`src/rtl/sram_bank_writer.sv`:
```
// ============================================================================
// Module   : sram_bank_writer
// Purpose  : Scatters a result stream across a banked SRAM group, one byte
//            lane per element, with ping-pong buffer select per frame.
// Revision : 1.0
// ============================================================================
`default_nettype none

module sram_bank_writer #(
    parameter int NUM_BANKS = 9,
    parameter int LANES     = 4,
    parameter int DATA_W    = 8,
    parameter int ADDR_W    = 10,
    parameter int LEN_W     = 14
) (
    input  logic                 clk,
    input  logic                 srstn,
    input  logic                 start,
    input  logic [ADDR_W-1:0]    base_addr,
    input  logic [LEN_W-1:0]     frame_len,
    input  logic                 in_valid,
    input  logic [DATA_W-1:0]    in_data,
    output logic                 in_ready,
    output logic [NUM_BANKS-1:0] sram_write_enable,
    output logic [LANES-1:0]     sram_bytemask,
    output logic [ADDR_W-1:0]    sram_waddr,
    output logic [DATA_W-1:0]    sram_wdata,
    output logic                 busy,
    output logic                 frame_done,
    output logic                 mem_sel
);

    localparam int C_LANE_W = (LANES > 1) ? $clog2(LANES) : 1;
    localparam int C_BANK_W = $clog2(NUM_BANKS);

    typedef enum logic [1:0] {
        S_IDLE = 2'd0,
        S_RUN  = 2'd1,
        S_DONE = 2'd2
    } state_t;

    state_t                state_q, state_d;
    logic [C_LANE_W-1:0]   lane_q, lane_d;
    logic [C_BANK_W-1:0]   bank_q, bank_d;
    logic [ADDR_W-1:0]     word_q, word_d;
    logic [LEN_W-1:0]      elem_q, elem_d;
    logic [LEN_W-1:0]      len_q, len_d;
    logic [NUM_BANKS-1:0]  we_q, we_d;
    logic [LANES-1:0]      mask_q, mask_d;
    logic [ADDR_W-1:0]     waddr_q, waddr_d;
    logic [DATA_W-1:0]     wdata_q, wdata_d;
    logic                  busy_q, busy_d;
    logic                  frame_done_q, frame_done_d;
    logic                  mem_sel_q, mem_sel_d;

    logic                  w_xfer;
    logic [LEN_W-1:0]      w_elem_next;

    assign in_ready    = (state_q == S_RUN);
    assign w_xfer      = in_valid & in_ready;
    assign w_elem_next = elem_q + LEN_W'(1);

    always_comb begin
        state_d      = state_q;
        lane_d       = lane_q;
        bank_d       = bank_q;
        word_d       = word_q;
        elem_d       = elem_q;
        len_d        = len_q;
        we_d         = '0;
        mask_d       = '1;
        waddr_d      = waddr_q;
        wdata_d      = wdata_q;
        frame_done_d = 1'b0;
        mem_sel_d    = mem_sel_q;

        case (state_q)
            S_IDLE: begin
                if (start) begin
                    word_d = base_addr;
                    len_d  = frame_len;
                    lane_d = '0;
                    bank_d = '0;
                    elem_d = '0;
                    if (frame_len == '0) begin
                        state_d      = S_DONE;
                        frame_done_d = 1'b1;
                        mem_sel_d    = ~mem_sel_q;
                    end else begin
                        state_d = S_RUN;
                    end
                end
            end
            S_RUN: begin
                if (w_xfer) begin
                    we_d    = NUM_BANKS'(1) << bank_q;
                    mask_d  = ~(LANES'(1) << lane_q);
                    waddr_d = word_q;
                    wdata_d = in_data;
                    elem_d  = w_elem_next;
                    // lane -> bank -> word cascade replaces k/LANES and k/(LANES*NUM_BANKS)
                    if (lane_q == C_LANE_W'(LANES - 1)) begin
                        lane_d = '0;
                        if (bank_q == C_BANK_W'(NUM_BANKS - 1)) begin
                            bank_d = '0;
                            word_d = word_q + ADDR_W'(1);
                        end else begin
                            bank_d = bank_q + C_BANK_W'(1);
                        end
                    end else begin
                        lane_d = lane_q + C_LANE_W'(1);
                    end
                    if (w_elem_next == len_q) begin
                        state_d      = S_DONE;
                        frame_done_d = 1'b1;
                        mem_sel_d    = ~mem_sel_q;
                    end
                end
            end
            S_DONE: begin
                state_d = S_IDLE;
            end
            default: begin
                state_d = S_IDLE;
            end
        endcase

        busy_d = (state_d != S_IDLE);
    end

    always_ff @(posedge clk or negedge srstn) begin
        if (!srstn) begin
            state_q      <= S_IDLE;
            lane_q       <= '0;
            bank_q       <= '0;
            word_q       <= '0;
            elem_q       <= '0;
            len_q        <= '0;
            we_q         <= '0;
            mask_q       <= '1;
            waddr_q      <= '0;
            wdata_q      <= '0;
            busy_q       <= 1'b0;
            frame_done_q <= 1'b0;
            mem_sel_q    <= 1'b0;
        end else begin
            state_q      <= state_d;
            lane_q       <= lane_d;
            bank_q       <= bank_d;
            word_q       <= word_d;
            elem_q       <= elem_d;
            len_q        <= len_d;
            we_q         <= we_d;
            mask_q       <= mask_d;
            waddr_q      <= waddr_d;
            wdata_q      <= wdata_d;
            busy_q       <= busy_d;
            frame_done_q <= frame_done_d;
            mem_sel_q    <= mem_sel_d;
        end
    end

    assign sram_write_enable = we_q;
    assign sram_bytemask     = mask_q;
    assign sram_waddr        = waddr_q;
    assign sram_wdata        = wdata_q;
    assign busy              = busy_q;
    assign frame_done        = frame_done_q;
    assign mem_sel           = mem_sel_q;

endmodule

`default_nettype wire

```
`config.mk`:
```
export PLATFORM = sky130hd
export DESIGN_NAME = sram_bank_writer
export DESIGN_NICKNAME = d
export VERILOG_FILES = /design/src/rtl/sram_bank_writer.sv
export SDC_FILE = /design/constraint.sdc
export NUM_CORES = 1
export LEC_CHECK = 0
export ABC_CLOCK_PERIOD_IN_PS = 6780
export CAP_MARGIN = 20
export CORE_UTILIZATION = 40
export DETAILED_ROUTE_END_ITERATION = 8
export PLACE_DENSITY = 0.73
export SLEW_MARGIN = 20
export SYNTH_ARGS = -nofsm -noshare
export SYNTH_HDL_FRONTEND = slang
export SYNTH_SLANG_ARGS = --single-unit
export TNS_END_PERCENT = 100
```
`constraint.sdc`:
```
create_clock -name clk -period 6.78 [get_ports clk]
set_input_delay 1.356 -clock clk [delete_from_list [all_inputs] [get_ports clk]]
set_output_delay 1.356 -clock clk [all_outputs]
set_load 0.02 [all_outputs]
```
==> out/qor.yml <==
timing:
  worstMarginPinSlew_ns: 0.998
  drv_slew: 0
  final.setup.tns_ns: 0
  skew_ns: 0.00983
  finalHoldViolCount: 0
  max_slew_margin: 0.335
  rsz0062_at_grt: "no"
  fin_crit_sh: 0.563
  setup_viol: 0
  fin_crit_ns: 3.82
  timing.fmax_mhz: 262
clock_network:
  clk-insertion-delay-late_ns: 0.35
  clk_pin_slew_worst_paths_ns: 0.08
  cts_buffers: 9
  cts.sinks: 80
  post_cts_resized: 0
  cts_setup_buffers: 0
  htreeDepth: 3
  cts_tree: "done"
  clock_path_buffers: 2
  cts_root_buf: "clkbuf_8"
  hold_buffers: 0
routing:
  wl_per_cell_um: 13.8
  route.vias.total: 3376
  drt_first_pass_iters: 4
  viasPerCell: 5.19
  routed_wl_um: 8960
  drt-initial-drc-count: 161
  ant_nets: 0
  drc: 0
cells_and_area:
  drive_above_1_share: 0.0696
  register_area_um2: 2010
  nets: 560
  stdcell_count: 650
  multiInputGateArea_um2: 1890
  n_antenna_cell: 0
  area_growth_pct: 24.7
  num-fill-cells: 922
critical_path:
  setup.worst_path.end_class: "output pin"
  required_ns: 5.42
  cp_max_fo: 24
  cp_slowest_cell: "clkdlybuf4s50_1"
  path_cells: "nand2b_1 > inv_1 > clkdlybuf4s50_1"
  timing_worst_setup_path_type: "reg -> out"
  cp_top_family: "buffers and inverters"
  cp.buffers_inverters: 2
  cp-start-kind: "flop"
  crit_arrival_ns: 2.46
  slowest_delay_ns: 0.73
grt:
  grt_pass1_wl_um: 15100
  track_usage: 0.185
  grt_pass1_vias: 3311
  grt_max_degree: 81
  antenna_found_initial: 0
  grt_remaining_overflow: 0
place:
  dp_hpwl_um: 6280
  placement.io_buffers: 70
  numPlacedInstances: 634
  gp_congestion: 0.855
yosys:
  synth_cell_types: 49
  netlist_area_um2: 4010
  synthCells: 449
  synth.avg_cell_area_um2: 8.93
  synth-edff-count: 0
  synth_warnings: 0
  synthFlopType: "dfrtp_1"
  ys_seq_elements: 80
  yosysSeqAreaShare: 0.501
  synth_fp_nets: 497
  ys_async_sr_fraction: 1.00
floorplanning:
  chipHeight_um: 102
  io-pin-count: 71
  die_width_um: 102
  rows: 36
  dieArea_um2: 10400
  coreArea_um2: 9730
  initial_core_util: 0.412
power_and_ir_drop:
  p_leak_nw: 2.25
  powerDensity_nw_per_um2: 363
  peakVddDrop_uv: 196
worst_hold_path:
  hp-class: "reg -> reg"
outcome:
  status: "complete, no violations"
job:
  maxCapViolations: 0
==> tightest hold or removal path, stage by stage (launching register included) <==
cell,delay (ns)
dfrtp_1,0.35
nand2_1,0.05
nand2_1,0.06
==> layer usage <==
layer / vias to the layer above / share of wire / GRT usage
met5: - / 0 / 0
met1: 1610 / 0.46 / 0.249
met2: 99 / 0.47 / 0.296
li1: 1660 / - / -
met3: 7 / 0.057 / 0.0356
met4: 0 / 0.0085 / 0.0703
==> final cells by class <==
class / count / share of cell area
Sequential cell: 80 / 0.402
Tap cell: 133 / 0.0333
Inverter: 8 / 0.00601
Timing Repair Buffer: 73 / 0.145
Clock buffer: 11 / 0.0283
Clock inverter: 5 / 0.00801
Multi-Input combinational cell: 340 / 0.378
==> cell usage after synthesis (2+ instances only) <==
master	count	area, µm²
a211oi_1	2	15.0
a21oi_1	21	105
a22o_1	2	17.5
a31oi_1	3	18.8
and2_1	8	50.1
and3_1	8	50.1
and3_2	2	15.0
buf_2	4	20.0
clkbuf_1	16	60.1
dfrtp_1	76	1900
dfstp_2	4	105
ha_1	12	150
inv_1	8	30.0
nand2_1	134	503
nand2b_1	6	37.5
nand3_1	13	65.1
nand4_1	3	18.8
nand4b_1	2	17.5
nor2_1	21	78.8
nor3_1	14	70.1
nor4_1	3	18.8
o211ai_1	2	15.0
o21ai_0	32	160
o22ai_1	3	18.8
o31ai_1	6	45.0
o32ai_1	3	26.3
o41ai_1	2	17.5
or3_1	3	18.8
xnor2_1	12	105
xor2_1	5	43.8
==> path summary, 6_finish.rpt <==
path	from	end	slack, ns	cells after the start
worst min-delay path	sram_wdata[0]	sram_wdata[0]	0.48	2
worst max-delay path	state_q[1]	in_ready	2.96	3
worst min register to register	sram_wdata[0]	sram_wdata[0]	0.48	2
max in group asynchronous	srstn	elem_q[2]	5.25	1
min in group asynchronous	srstn	sram_write_enable[5]	1.02	1
worst max register to register	state_q[0]	elem_q[11]	3.73	7
==> placed cells by master (no fill, tap or decap), drive strengths merged, types with 2 or more instances in the layout <==
cell type and n:
dfstp 4, clkbuf 11, o21ai 32, ha 12
dfrtp 76, nand4b 2, nor3 15, nand3 15
inv 10, o32ai 3, buf 4, nor2 21
and2 9, xor2 5, nor4 5, nand2 134
a31oi 3, o31ai 6, or3 3, nand2b 6
and3 10, nand4 5, o211ai 2, xnor2 12
a21oi 21, clkinvlp 3, clkdlybuf4s50 69, o41ai 2
o22ai 4, a22o 2, a211oi 3
==> stage by stage <==
| stage | setup WS, ns | util | area [µm²] | power (mW) | hold slack (ns) |
|---|---|---|---|---|---|
| after CTS | 2.97 | 0.513 | 4990 | 1.83 | 0.483 |
| after detailed placement | 3.18 | 0.495 | 4810 | 1.50 | 0.463 |
| after floorplan | 4.01 | - | 4010 | 1.23 | 0.454 |
| after global placement | 3.30 | 0.495 | 4810 | 1.47 | 0.457 |
| after global routing | 2.80 | 0.514 | 5000 | 1.96 | 0.501 |
| final | 2.96 | 0.514 | 5000 | 1.81 | 0.479 |
==> flip-flops by register name (all words and copies together) (netlist names) <==
register           flops
sram_bytemask          4
sram_write_enable      9
len_q                 14
lane_q                 2
sram_waddr            10
frame_done             1
mem_sel                1
bank_q                 4
elem_q                14
busy                   1
sram_wdata             8
state_q                2
word_q                10
==> where the power goes <==
group / leakage [nW] / switching (mW) / total [mW] / internal [mW]
registers: 1.03 / 0.151 / 0.774 / 0.624
clock network: 0.0826 / 0.179 / 0.324 / 0.146
logic: 1.14 / 0.414 / 0.716 / 0.303
==> cell families (layout without fill, tap and decap cells) <==
kind of cell | Yosys count | in the layout | synth area share
xor gates and xnor gates | 17 | 17 | 0.0371
buffers and inverters | 29 | 97 | 0.0284
DFF | 80 | 80 | 0.501
adders and majority gates | 12 | 12 | 0.0375
and+or+nand+nor | 229 | 229 | 0.272
AOI/OAI and AO/OA | 82 | 82 | 0.124
Power figures use the tool's default switching activity.
==> patch: new RTL, same flow settings <==
`word_q`, `we_q`, `waddr_q` and `wdata_q` no longer have a reset.
--- a/src/rtl/sram_bank_writer.sv
+++ b/src/rtl/sram_bank_writer.sv
@@ -134,11 +134,7 @@
             lane_q       <= '0;
             bank_q       <= '0;
-            word_q       <= '0;
             elem_q       <= '0;
             len_q        <= '0;
-            we_q         <= '0;
             mask_q       <= '1;
-            waddr_q      <= '0;
-            wdata_q      <= '0;
             busy_q       <= 1'b0;
             frame_done_q <= 1'b0;
@@ -148,15 +144,18 @@
             lane_q       <= lane_d;
             bank_q       <= bank_d;
-            word_q       <= word_d;
             elem_q       <= elem_d;
             len_q        <= len_d;
-            we_q         <= we_d;
             mask_q       <= mask_d;
-            waddr_q      <= waddr_d;
-            wdata_q      <= wdata_d;
             busy_q       <= busy_d;
             frame_done_q <= frame_done_d;
             mem_sel_q    <= mem_sel_d;
         end
+    end
+
+    always_ff @(posedge clk) begin
+        word_q  <= word_d;
+        we_q    <= we_d;
+        waddr_q <= waddr_d;
+        wdata_q <= wdata_d;
     end
 
Formal check against the unedited RTL: differs if srstn is asserted again (counterexample within 4 cycles, from zero or initial values and one cycle with srstn low); with srstn held inactive, the same outputs for 10 cycles.
==> patch against the unedited design <==
The run now ends with DRC left; combinational power fell by 36%; register-to-register slack got worse by 0.65 ns; design area fell by 6.3%; global-route usage fell by 1.6 points; sequential cell count did not move; count of clock-buffer cells in the layout fell by 1; critical path depth did not move; fmax rose by 2.9%; synthesized area fell by 7.1%; total power fell by 17%; routed wire length fell by 15%; worst setup slack improved by 0.11 ns; critical endpoint unchanged; largest cell class unchanged; highest routed layer unchanged.
==> patch: results (changes against the unedited design) <==
| Metric | Value |
|---|---|
| Status | `complete, but fails checks` |
| Failing checks | `DRC` |
| Synth Area in Compound Gates | `9.570% (-2.9 points)` |
| Leak | `1.814 nW (-19%)` |
| Reg2reg setup slack | `3.08 ns (-0.65 ns)` |
| Gp weighted congestion | `0.8126 (-4.9%)` |
| Max Freq | `0.2697 GHz (+2.9%)` |
| Sequential fraction of the synthesis area | `56.41% (+6.4 points)` |
| Drt wl/cell | `15.10 microns (+9.6%)` |
| M3 GR Usage | `3.333% (-0.22 points)` |
| Drt first pass iters | `9 (+5)` |
| Top post-synthesis cells by count | `dfrtp_1 (39), nand2_1 (37), o21ai_0 (30)` |
| XOR/XNOR Fraction of Synth Area | `7.220% (+3.5 points)` |
| Layout cells sized above 1 | `11.59% (+4.6 points)` |
| Post-Syn Nets | `369 (-26%)` |
| Gr usage total | `16.85% (-1.6 points)` |
| Worst Tran Pin Value | `0.9617 ns (-0.03601 ns)` |
| Max FO, Critical Path | `22 (-8.3%)` |
| Adder-cell share of the synthesized area | `3.358% (-0.39 points)` |
| Detailed placement HPWL | `5443 microns (-13%)` |
| Met2 Usage GRT | `29.04% (-0.60 points)` |
| 1st-iter DRT viols | `151 (-6.2%)` |
| DRC violations left | `9 (+9)` |
| Reg2reg start | `state_q[1]$_DFF_PN0_` |
| Via count | `2703 (-20%)` |
| CP Data Arrival Time | `2.35 ns (-0.11 ns)` |
| M1 GR Usage | `21.30% (-3.6 points)` |
| Cell variety after synth | `46 (-6.1%)` |
| Area contributors post-synth | `dfrtp_1 (26%), edfxtp_1 (23%), dfxtp_1 (4.8%)` |
| Worst ir drop on vdd | `0.0001727 V (-12%)` |
| Pre-CTS WS | `2.697 ns (-0.4797 ns)` |
| Fillers | `784 (-15%)` |
==> patch: changes by cell type after synthesis, moves of 4 or more <==
cell      delta
dfrtp_1     -37
nor3_1       -5
xnor2_1      +4
nand2b_1     -5
edfxtp_1    +28
xor2_1       +7
clkbuf_1     -9
mux2_2      +15
a21oi_1     -16
nand2_1     -97
dfxtp_1      +9
==> patch: worst min path at each step <==
stage / endpoint / slack (ns) / cells past startpoint
5_1_grt: sram_waddr[1]$_DFFE_PP_ / 0.49 / 0
3_3_place_gp: sram_waddr[9]$_DFFE_PP_ / 0.46 / 0
4_1_cts: mem_sel$_DFFE_PN0P_ / 0.49 / 1
6_report: mem_sel$_DFFE_PN0P_ / 0.48 / 1
2_1_floorplan: sram_waddr[1]$_DFFE_PP_ / 0.45 / 0
3_5_place_dp: sram_waddr[1]$_DFFE_PP_ / 0.47 / 0
==> patch: power breakdown <==
group / total [mW] / switching (mW) / leakage (nW) / internal (mW)
clock: 0.338 / 0.189 / 0.0982 / 0.149
sequential: 0.718 / 0.104 / 0.866 / 0.613
combinational: 0.457 / 0.234 / 0.850 / 0.223
==> patch: cells by family (layout without fill, tap and decap cells) <==
group                    count (synthesis)  count (layout)
multiplexers                            16              16
XOR/XNOR                                29              29
adder cells (fa/ha/maj)                 10              10
AO/OA/AOI/OAI                           57              57
AND/OR/NAND/NOR                        109             109
buffers and inverters                   22              96
flip-flops                              80              80
==> patch: final cells by class <==
class | instances | area [sq um] | share of cell area [%]
Sequential cell | 80 | 2102 | 44.91
Multi-Input combinational cell | 221 | 1519 | 32.45
Timing Repair Buffer | 71 | 703.2 | 15.02
Clock buffer | 10 | 137.6 | 2.940
Tap cell | 108 | 135.1 | 2.887
Clock inverter | 6 | 50.05 | 1.069
Inverter | 9 | 33.78 | 0.7217
==> patch: layer usage <==
metal | vias to the layer above | wire length [microns]
met3 | 11 | 523
li1 | 1296 | -
met4 | 0 | 85
met2 | 109 | 3696
met1 | 1287 | 3324
met5 | - | 0
==> patch: worst max-delay path, cell delays in order (launching register included) <==
cell	delay (ns)
dfrtp_1	0.35
nand2b_1	0.57
clkinv_1	0.45
clkdlybuf4s50_1	0.64
==> patch: stage by stage <==
step / util, % / cells / instance area (sq um)
floorplan: - / 323 / 3726
global placement: 50.78 / 489 / 4493
detailed placement: 50.78 / 489 / 4493
CTS: 52.90 / 505 / 4681
global route: 52.90 / 505 / 4681
finish: 52.90 / 505 / 4681
